==> config.mk <==
export PLATFORM = sky130hd
export DESIGN_NAME = peridot_swi_flashread_flat
export DESIGN_NICKNAME = d
export VERILOG_FILES = /design/src/rtl/peridot_swi_flashread_if.sv /design/src/rtl/peridot_swi_flashread.sv /design/src/flat_wrapper.sv
export SDC_FILE = /design/constraint.sdc
export NUM_CORES = 1
export LEC_CHECK = 0
export BUFFER_PORTS_ARGS = -buffer_cell sky130_fd_sc_hd__buf_2
export CAP_MARGIN = 20
export CORE_MARGIN = 4
export CORE_UTILIZATION = 30
export CTS_CLUSTER_SIZE = 8
export DETAILED_ROUTE_END_ITERATION = 10
export PLACE_DENSITY = 0.55
export SLEW_MARGIN = 40
export SYNTH_ARGS = -nofsm -noshare
export SYNTH_HDL_FRONTEND = slang
export SYNTH_SLANG_ARGS = --single-unit
==> constraint.sdc <==
create_clock -name csi_clk -period 6.8 [get_ports csi_clk]
set_input_delay 1.36 -clock csi_clk [delete_from_list [all_inputs] [get_ports csi_clk]]
set_output_delay 1.36 -clock csi_clk [all_outputs]
set_load 0.01 [all_outputs]
==> src/rtl/peridot_swi_flashread_if.sv <==
// Avalon-MM slave bus and interrupt line of the flash read sequencer.
interface peridot_swi_flashread_if;
  logic [1:0]  avs_address;
  logic        avs_read;
  logic [31:0] avs_readdata;
  logic        avs_write;
  logic [31:0] avs_writedata;
  logic        ins_irq;

  modport master (
    output avs_address, avs_read, avs_write, avs_writedata,
    input  avs_readdata, ins_irq
  );

  modport slave (
    input  avs_address, avs_read, avs_write, avs_writedata,
    output avs_readdata, ins_irq
  );
endinterface

==> src/rtl/peridot_swi_flashread.sv <==
// Autonomous SPI-flash READ sequencer with a byte receive FIFO popped over Avalon-MM.
// Define PERIDOT_SWI_FLASHREAD_FASTREAD_EN to use FAST_READ (0x0B) with 8 dummy clocks.
module peridot_swi_flashread #(
  parameter int CLOCKFREQ        = 25000000,
  parameter int SPIFLASH_MAXFREQ = 20000000,
  parameter int FIFO_DEPTH_LOG2  = 4
) (
  input  logic                          csi_clk,
  input  logic                          rsi_reset,
  peridot_swi_flashread_if.slave        avs,
  output logic                          coe_cso_n,
  output logic                          coe_dclk,
  output logic                          coe_asdo,
  input  logic                          coe_data0
);

  localparam int CLKDIV_RAW = (CLOCKFREQ + 2 * SPIFLASH_MAXFREQ - 1) / (2 * SPIFLASH_MAXFREQ) - 1;
  localparam int CLKDIV     = (CLKDIV_RAW < 0) ? 0 : CLKDIV_RAW;
  localparam int DIV_W      = (CLKDIV < 1) ? 1 : $clog2(CLKDIV + 1);
  localparam int DEPTH      = 1 << FIFO_DEPTH_LOG2;

  localparam logic [DIV_W-1:0]         DIV_LAST  = DIV_W'(CLKDIV);
  localparam logic [FIFO_DEPTH_LOG2:0] FIFO_FULL = (FIFO_DEPTH_LOG2 + 1)'(DEPTH);

`ifdef PERIDOT_SWI_FLASHREAD_FASTREAD_EN
  localparam logic [7:0] CMD_BYTE = 8'h0B;
`else
  localparam logic [7:0] CMD_BYTE = 8'h03;
`endif

  localparam logic [2:0] ST_IDLE  = 3'd0;
  localparam logic [2:0] ST_CMD   = 3'd1;
  localparam logic [2:0] ST_ADDR  = 3'd2;
  localparam logic [2:0] ST_DATA  = 3'd4;
  localparam logic [2:0] ST_HOLD  = 3'd5;
  localparam logic [2:0] ST_END   = 3'd6;
`ifdef PERIDOT_SWI_FLASHREAD_FASTREAD_EN
  localparam logic [2:0] ST_DUMMY = 3'd3;
`endif

  logic [2:0]       state;
  logic [DIV_W-1:0] div_cnt;
  logic             phase;
  logic [4:0]       bit_cnt;
  logic [31:0]      tx_sr;
  logic [7:0]       rx_sr;
  logic [15:0]      remaining;

  logic [23:0] addr;
  logic [15:0] length;
  logic        irqena;
  logic        done;
  logic        aborted;

  logic [7:0]                 fifo_mem [DEPTH];
  logic [FIFO_DEPTH_LOG2-1:0] wr_ptr;
  logic [FIFO_DEPTH_LOG2-1:0] rd_ptr;
  logic [FIFO_DEPTH_LOG2:0]   fifo_count;

  logic busy;
  logic wr0;
  logic wr1;
  logic wr2;
  logic do_abort;
  logic do_start;
  logic do_pop;
  logic fifo_valid;
  logic tick;
  logic is_dummy;
  logic shifting;
  logic rise_now;
  logic push;
  logic [7:0] push_data;
  logic unused_wdata;

  assign busy       = (state != ST_IDLE);
  assign wr0        = avs.avs_write && (avs.avs_address == 2'd0);
  assign wr1        = avs.avs_write && (avs.avs_address == 2'd1);
  assign wr2        = avs.avs_write && (avs.avs_address == 2'd2);
  // Abort takes precedence over a start written in the same word.
  assign do_abort   = wr2 && avs.avs_writedata[1] && busy;
  assign do_start   = wr2 && avs.avs_writedata[0] && !avs.avs_writedata[1] && !busy;
  assign fifo_valid = (fifo_count != '0);
  assign do_pop     = avs.avs_read && (avs.avs_address == 2'd3) && fifo_valid;
  assign unused_wdata = ^avs.avs_writedata[31:24];

`ifdef PERIDOT_SWI_FLASHREAD_FASTREAD_EN
  assign is_dummy = (state == ST_DUMMY);
`else
  assign is_dummy = 1'b0;
`endif

  assign tick      = (div_cnt == DIV_LAST);
  assign shifting  = (state == ST_CMD) || (state == ST_ADDR) || (state == ST_DATA) || is_dummy;
  assign rise_now  = shifting && tick && !phase;
  assign push      = rise_now && (state == ST_DATA) && (bit_cnt == 5'd7);
  assign push_data = {rx_sr[6:0], coe_data0};

  assign avs.ins_irq = irqena & done;

  always_comb begin
    avs.avs_readdata = 32'h0;
    case (avs.avs_address)
      2'd0: avs.avs_readdata = {8'h0, addr};
      2'd1: avs.avs_readdata = {16'h0, length};
      2'd2: avs.avs_readdata = {16'h0, irqena, 4'h0, aborted, done, 8'h0, busy};
      default: avs.avs_readdata = fifo_valid ? {23'h0, 1'b1, fifo_mem[rd_ptr]} : 32'h0;
    endcase
  end

  always_ff @(posedge csi_clk) begin
    if (push) fifo_mem[wr_ptr] <= push_data;
  end

  // A new start flushes whatever the previous transfer left behind.
  always_ff @(posedge csi_clk or posedge rsi_reset) begin
    if (rsi_reset) begin
      wr_ptr     <= '0;
      rd_ptr     <= '0;
      fifo_count <= '0;
    end else if (do_start) begin
      wr_ptr     <= '0;
      rd_ptr     <= '0;
      fifo_count <= '0;
    end else begin
      if (push)   wr_ptr <= wr_ptr + 1'b1;
      if (do_pop) rd_ptr <= rd_ptr + 1'b1;
      case ({push, do_pop})
        2'b10:   fifo_count <= fifo_count + 1'b1;
        2'b01:   fifo_count <= fifo_count - 1'b1;
        default: ;
      endcase
    end
  end

  always_ff @(posedge csi_clk or posedge rsi_reset) begin
    if (rsi_reset) begin
      state     <= ST_IDLE;
      div_cnt   <= '0;
      phase     <= 1'b0;
      bit_cnt   <= '0;
      tx_sr     <= '0;
      rx_sr     <= '0;
      remaining <= '0;
      addr      <= '0;
      length    <= '0;
      irqena    <= 1'b0;
      done      <= 1'b0;
      aborted   <= 1'b0;
      coe_cso_n <= 1'b1;
      coe_dclk  <= 1'b0;
      coe_asdo  <= 1'b0;
    end else begin
      if (wr2) irqena <= avs.avs_writedata[15];
      if (wr2 && avs.avs_writedata[9]) done <= 1'b0;
      if (!busy && wr0) addr   <= avs.avs_writedata[23:0];
      if (!busy && wr1) length <= avs.avs_writedata[15:0];

      if (do_abort) begin
        state     <= ST_END;
        div_cnt   <= '0;
        phase     <= 1'b0;
        aborted   <= 1'b1;
        coe_cso_n <= 1'b1;
        coe_dclk  <= 1'b0;
        coe_asdo  <= 1'b0;
      end else if (do_start) begin
        aborted <= 1'b0;
        if (length == 16'h0) begin
          done <= 1'b1;
        end else begin
          done      <= 1'b0;
          state     <= ST_CMD;
          div_cnt   <= '0;
          phase     <= 1'b0;
          bit_cnt   <= '0;
          tx_sr     <= {CMD_BYTE, addr};
          remaining <= length;
          coe_cso_n <= 1'b0;
          coe_dclk  <= 1'b0;
          coe_asdo  <= CMD_BYTE[7];
        end
      end else if (shifting) begin
        if (!tick) begin
          div_cnt <= div_cnt + 1'b1;
        end else if (!phase) begin
          // Rising SCLK at mid-bit: sample MISO, complete a byte on its 8th bit.
          div_cnt  <= '0;
          phase    <= 1'b1;
          coe_dclk <= 1'b1;
          rx_sr    <= push_data;
          if (push) remaining <= remaining - 1'b1;
        end else begin
          div_cnt  <= '0;
          phase    <= 1'b0;
          coe_dclk <= 1'b0;
          bit_cnt  <= bit_cnt + 1'b1;
          tx_sr    <= {tx_sr[30:0], 1'b0};
          coe_asdo <= tx_sr[30];
          case (state)
            ST_CMD: begin
              if (bit_cnt == 5'd7) begin
                state   <= ST_ADDR;
                bit_cnt <= '0;
              end
            end
            ST_ADDR: begin
              if (bit_cnt == 5'd23) begin
                bit_cnt  <= '0;
                coe_asdo <= 1'b0;
`ifdef PERIDOT_SWI_FLASHREAD_FASTREAD_EN
                state    <= ST_DUMMY;
`else
                state    <= ST_DATA;
`endif
              end
            end
`ifdef PERIDOT_SWI_FLASHREAD_FASTREAD_EN
            ST_DUMMY: begin
              coe_asdo <= 1'b0;
              if (bit_cnt == 5'd7) begin
                bit_cnt <= '0;
                state   <= ST_DATA;
              end
            end
`endif
            default: begin
              coe_asdo <= 1'b0;
              if (bit_cnt == 5'd7) begin
                bit_cnt <= '0;
                if (remaining == 16'h0) begin
                  state     <= ST_END;
                  coe_cso_n <= 1'b1;
                end else if (fifo_count == FIFO_FULL) begin
                  state <= ST_HOLD;
                end
              end
            end
          endcase
        end
      end else begin
        case (state)
          ST_HOLD: begin
            if (fifo_count != FIFO_FULL) begin
              state   <= ST_DATA;
              div_cnt <= '0;
              phase   <= 1'b0;
              bit_cnt <= '0;
            end
          end
          // CS stays high with SCLK low for one half-period before going idle.
          ST_END: begin
            if (tick) begin
              state   <= ST_IDLE;
              div_cnt <= '0;
              done    <= 1'b1;
            end else begin
              div_cnt <= div_cnt + 1'b1;
            end
          end
          default: ;
        endcase
      end
    end
  end

endmodule

==> src/flat_wrapper.sv <==
// flat-port wrapper written by rule: the top's interface ports become plain ports
module peridot_swi_flashread_flat 
#(
  parameter int CLOCKFREQ        = 25000000,
  parameter int SPIFLASH_MAXFREQ = 20000000,
  parameter int FIFO_DEPTH_LOG2  = 4
)
  (csi_clk, rsi_reset, coe_cso_n, coe_dclk, coe_asdo, coe_data0, avs_avs_address, avs_avs_read, avs_avs_write, avs_avs_writedata, avs_avs_readdata, avs_ins_irq);
  peridot_swi_flashread_if avs_i ();
  input  logic csi_clk;
  input  logic rsi_reset;
  output logic coe_cso_n;
  output logic coe_dclk;
  output logic coe_asdo;
  input  logic coe_data0;
  input wire logic [$bits(avs_i.avs_address)-1:0] avs_avs_address;
  input wire logic [$bits(avs_i.avs_read)-1:0] avs_avs_read;
  input wire logic [$bits(avs_i.avs_write)-1:0] avs_avs_write;
  input wire logic [$bits(avs_i.avs_writedata)-1:0] avs_avs_writedata;
  output wire logic [$bits(avs_i.avs_readdata)-1:0] avs_avs_readdata;
  output wire logic [$bits(avs_i.ins_irq)-1:0] avs_ins_irq;
  assign avs_i.avs_address = avs_avs_address;
  assign avs_i.avs_read = avs_avs_read;
  assign avs_i.avs_write = avs_avs_write;
  assign avs_i.avs_writedata = avs_avs_writedata;
  assign avs_avs_readdata = avs_i.avs_readdata;
  assign avs_ins_irq = avs_i.ins_irq;
  peridot_swi_flashread #(.CLOCKFREQ(CLOCKFREQ), .SPIFLASH_MAXFREQ(SPIFLASH_MAXFREQ), .FIFO_DEPTH_LOG2(FIFO_DEPTH_LOG2)) u_core (.csi_clk(csi_clk), .rsi_reset(rsi_reset), .avs(avs_i), .coe_cso_n(coe_cso_n), .coe_dclk(coe_dclk), .coe_asdo(coe_asdo), .coe_data0(coe_data0));
endmodule
==> results.cfg <==
[clock_network]
htreeDepth = 2
tritoncts = built
clockBufferDepth = 3
clkTransAtPathRegs_ps = 50
post_cts_buffers = 0
cts_made_buffers = 37
ctsRootBufferMaster = clkbuf_16
cts_resized = 0
clk_latency_ps = 530
hold_buffers = 0
numClockSinks = 250

[yosys]
synth-simple-area-share = 0.108
yosysUniqueCellTypes = 66
synth_seq_cells = 250
yosys_warnings = 0
synthesis.area_um2 = 11400
synth_top_family_by_area = multiplexers
synth_compound_area_frac = 0.107
synth_commonest_cells = 128 x edfxtp_1, 121 x dfrtp_1, 98 x nand2_1
yosysTopAreaCell = edfxtp_1
syn_inst = 889
yosysMostFrequentCell = edfxtp_1
synth_area_leaders = edfxtp_1 34%, dfrtp_1 26%, mux4_2 6.5%
yosysSeqAreaShare = 0.602
synth_xor_xnor_area_share = 0.00765
synth.avg_cell_area_um2 = 12.9
muxShareOfSynthArea = 0.131
ys.flop_type = edfxtp_1
ys_async_sr_fraction = 0.488
synth_edf_count = 128
synth_fa_ha_area_frac = 0.0120
synth.top_cell.area_share = 0.336

[timing]
max_slew_margin = 0.509
rsz0062_at_grt = false
tightest_slew_ps = 731
maxSlewViolCount = 0
period_minus_slack_ps = 4700
hold_viol = 0
skew_ps = 21.3
setup_viol = 0
period_share = 0.690
worst_slack_ps = 2100
clock.fmax_mhz = 213
fin_tns_setup_ps = 0

[drt]
ant_nets = 0
remaining_drc_errors = 0
drt_first_pass_iters = 5
first_iter_violations = 529
wl_per_cell_um = 18.8
wl_um = 27800
viasPerCell = 5.07
num_vias = 7495

[floorplanning]
die_area_um2 = 41400
core_area_um2 = 37700
start_util = 0.304
die_h_um = 203
ios = 75
rows = 71
die_w_um = 203

[grt]
grt_util_met2 = 0.213
gr-usage-met3 = 0.0299
grt_usage = 0.134
grt_busiest_layer = met2
antenna_found_initial = 2
grt_max_degree = 67
grt_pass1_wl_um = 44200
met1_usage = 0.187
gr-total-overflow = 0
grt_pass1_vias = 7487

[power_and_ir_drop]
p_leak_nw = 5.03
powerDensity_nw_per_um2 = 418
power_mw = 5.57
vdd_drop_max_mv = 0.157

[setup_path]
critPathKind = reg2out
cp_max_fo = 18
worstPathRequired_ps = 5440
endpoint_kind = output port
start_kind = flop
cp_data_arrival_time_ps = 3340
reg2reg_slack_ps = 2670
worstReg2RegStart = u_core.bit_cnt[0]$_DFFE_PP0P_
reg2reg_to = u_core.fifo_count[4]$_DFFE_PP0P_
startpoint = u_core.rd_ptr[0]$_DFFE_PP0P_
r2r_cells = 12
crit_path_end = avs_avs_readdata[0]

[finish]
num-nets-final = 996
multiInputGateArea_um2 = 4220
fin_util = 0.354
syn_to_final_growth_pct = 16.3
fillCellCount = 3712
diodes = 0
drive_gt1_frac = 0.228
register_area_um2 = 6900

[placed_design]
routabilityCongestion = 0.780
dp_slack_ps = 2120
dpl.hpwl_um = 17700
port-buffer-count = 58

[outcome]
status = completed

[job]
maxCapViolCount = 0

[worst_hold_path]
hp-class = reg2reg
state kept, by name, summed over array words and instances, names as in the netlist, 3 cells and up:
| signal | flops |
|---|---|
| u_core.addr | 24 |
| u_core.bit_cnt | 5 |
| u_core.fifo_count | 5 |
| u_core.fifo_mem | 128 |
| u_core.length | 16 |
| u_core.rd_ptr | 4 |
| u_core.remaining | 16 |
| u_core.rx_sr | 7 |
| u_core.state | 3 |
| u_core.tx_sr | 31 |
| u_core.wr_ptr | 4 |
how the worst min path moves through the flow:
| stage | start | end | slack [ps] | depth (start not counted) |
|---|---|---|---|---|
| after global placement | u_core.aborted$_DFFE_PP0N_ | u_core.aborted$_DFFE_PP0N_ | 460 | 2 |
| final | u_core.remaining[6]$_DFFE_PP0P_ | u_core.remaining[6]$_DFFE_PP0P_ | 490 | 1 |
| after global routing | u_core.remaining[6]$_DFFE_PP0P_ | u_core.remaining[6]$_DFFE_PP0P_ | 500 | 1 |
| after detailed placement | u_core.remaining[6]$_DFFE_PP0P_ | u_core.remaining[6]$_DFFE_PP0P_ | 480 | 1 |
| after CTS | u_core.remaining[6]$_DFFE_PP0P_ | u_core.remaining[6]$_DFFE_PP0P_ | 500 | 1 |
| after floorplan | u_core.aborted$_DFFE_PP0N_ | u_core.aborted$_DFFE_PP0N_ | 450 | 2 |
power breakdown:
part           total, mW  internal, mW  leakage [nW]  switching, mW
logic               1.45         0.707          1.97          0.745
clock network       1.67          1.01         0.501          0.660
registers           2.45          2.00          2.56          0.444
total               5.57          3.72          5.03           1.85
metrics by stage:
| stage | instances | area, um^2 | hold WS (ps) |
|---|---|---|---|
| floorplan | 896 | 11500 | 447 |
| global placement | 1418 | 12300 | 461 |
| detailed placement | 1418 | 12300 | 475 |
| CTS | 1478 | 13300 | 495 |
| global route | 1478 | 13300 | 500 |
| finish | 1478 | 13300 | 489 |
kinds of logic after synthesis:
family / Yosys count
XOR/XNOR: 10
AND/OR/NAND/NOR: 252
adder cells (fa/ha/maj): 11
flip-flops: 250
other: 1
buffers and inverters: 87
AO/OA/AOI/OAI: 176
multiplexers: 102
layer usage:
metal,up-vias,share of wire
met1,3787,0.45
li1,3467,-
met4,4,0.022
met2,186,0.48
met3,51,0.050
met5,-,0.00097
worst max-delay path, cell delays in order (launching register included):
cell      delay (ps)
dfrtp_2          780
buf_4            470
mux4_2           580
mux4_2           480
nand3_1          170
o211ai_1         140
buf_2            180
cell usage in the layout (no fill, tap or decap), types with 20 or more instances in the layout:
master       n
o21ai_0     25
nand2_1     98
a41oi_1     22
clkbuf_16   37
nor2_1      37
mux2_2      46
inv_1       20
dfrtp_1    120
a22o_1      20
mux2i_1     22
edfxtp_1   128
buf_2       58
a21oi_1     43
mux4_2      33
final cells by class:
class / count / share of cell area
inverters: 22 / 0.00658
multi-input cells: 559 / 0.317
flip-flops and latches: 250 / 0.518
repair buffers: 76 / 0.0322
clock buffers: 56 / 0.0749
clock inverters: 4 / 0.00348
well taps: 511 / 0.0480
No activity file was read; power rests on OpenSTA's default activity.
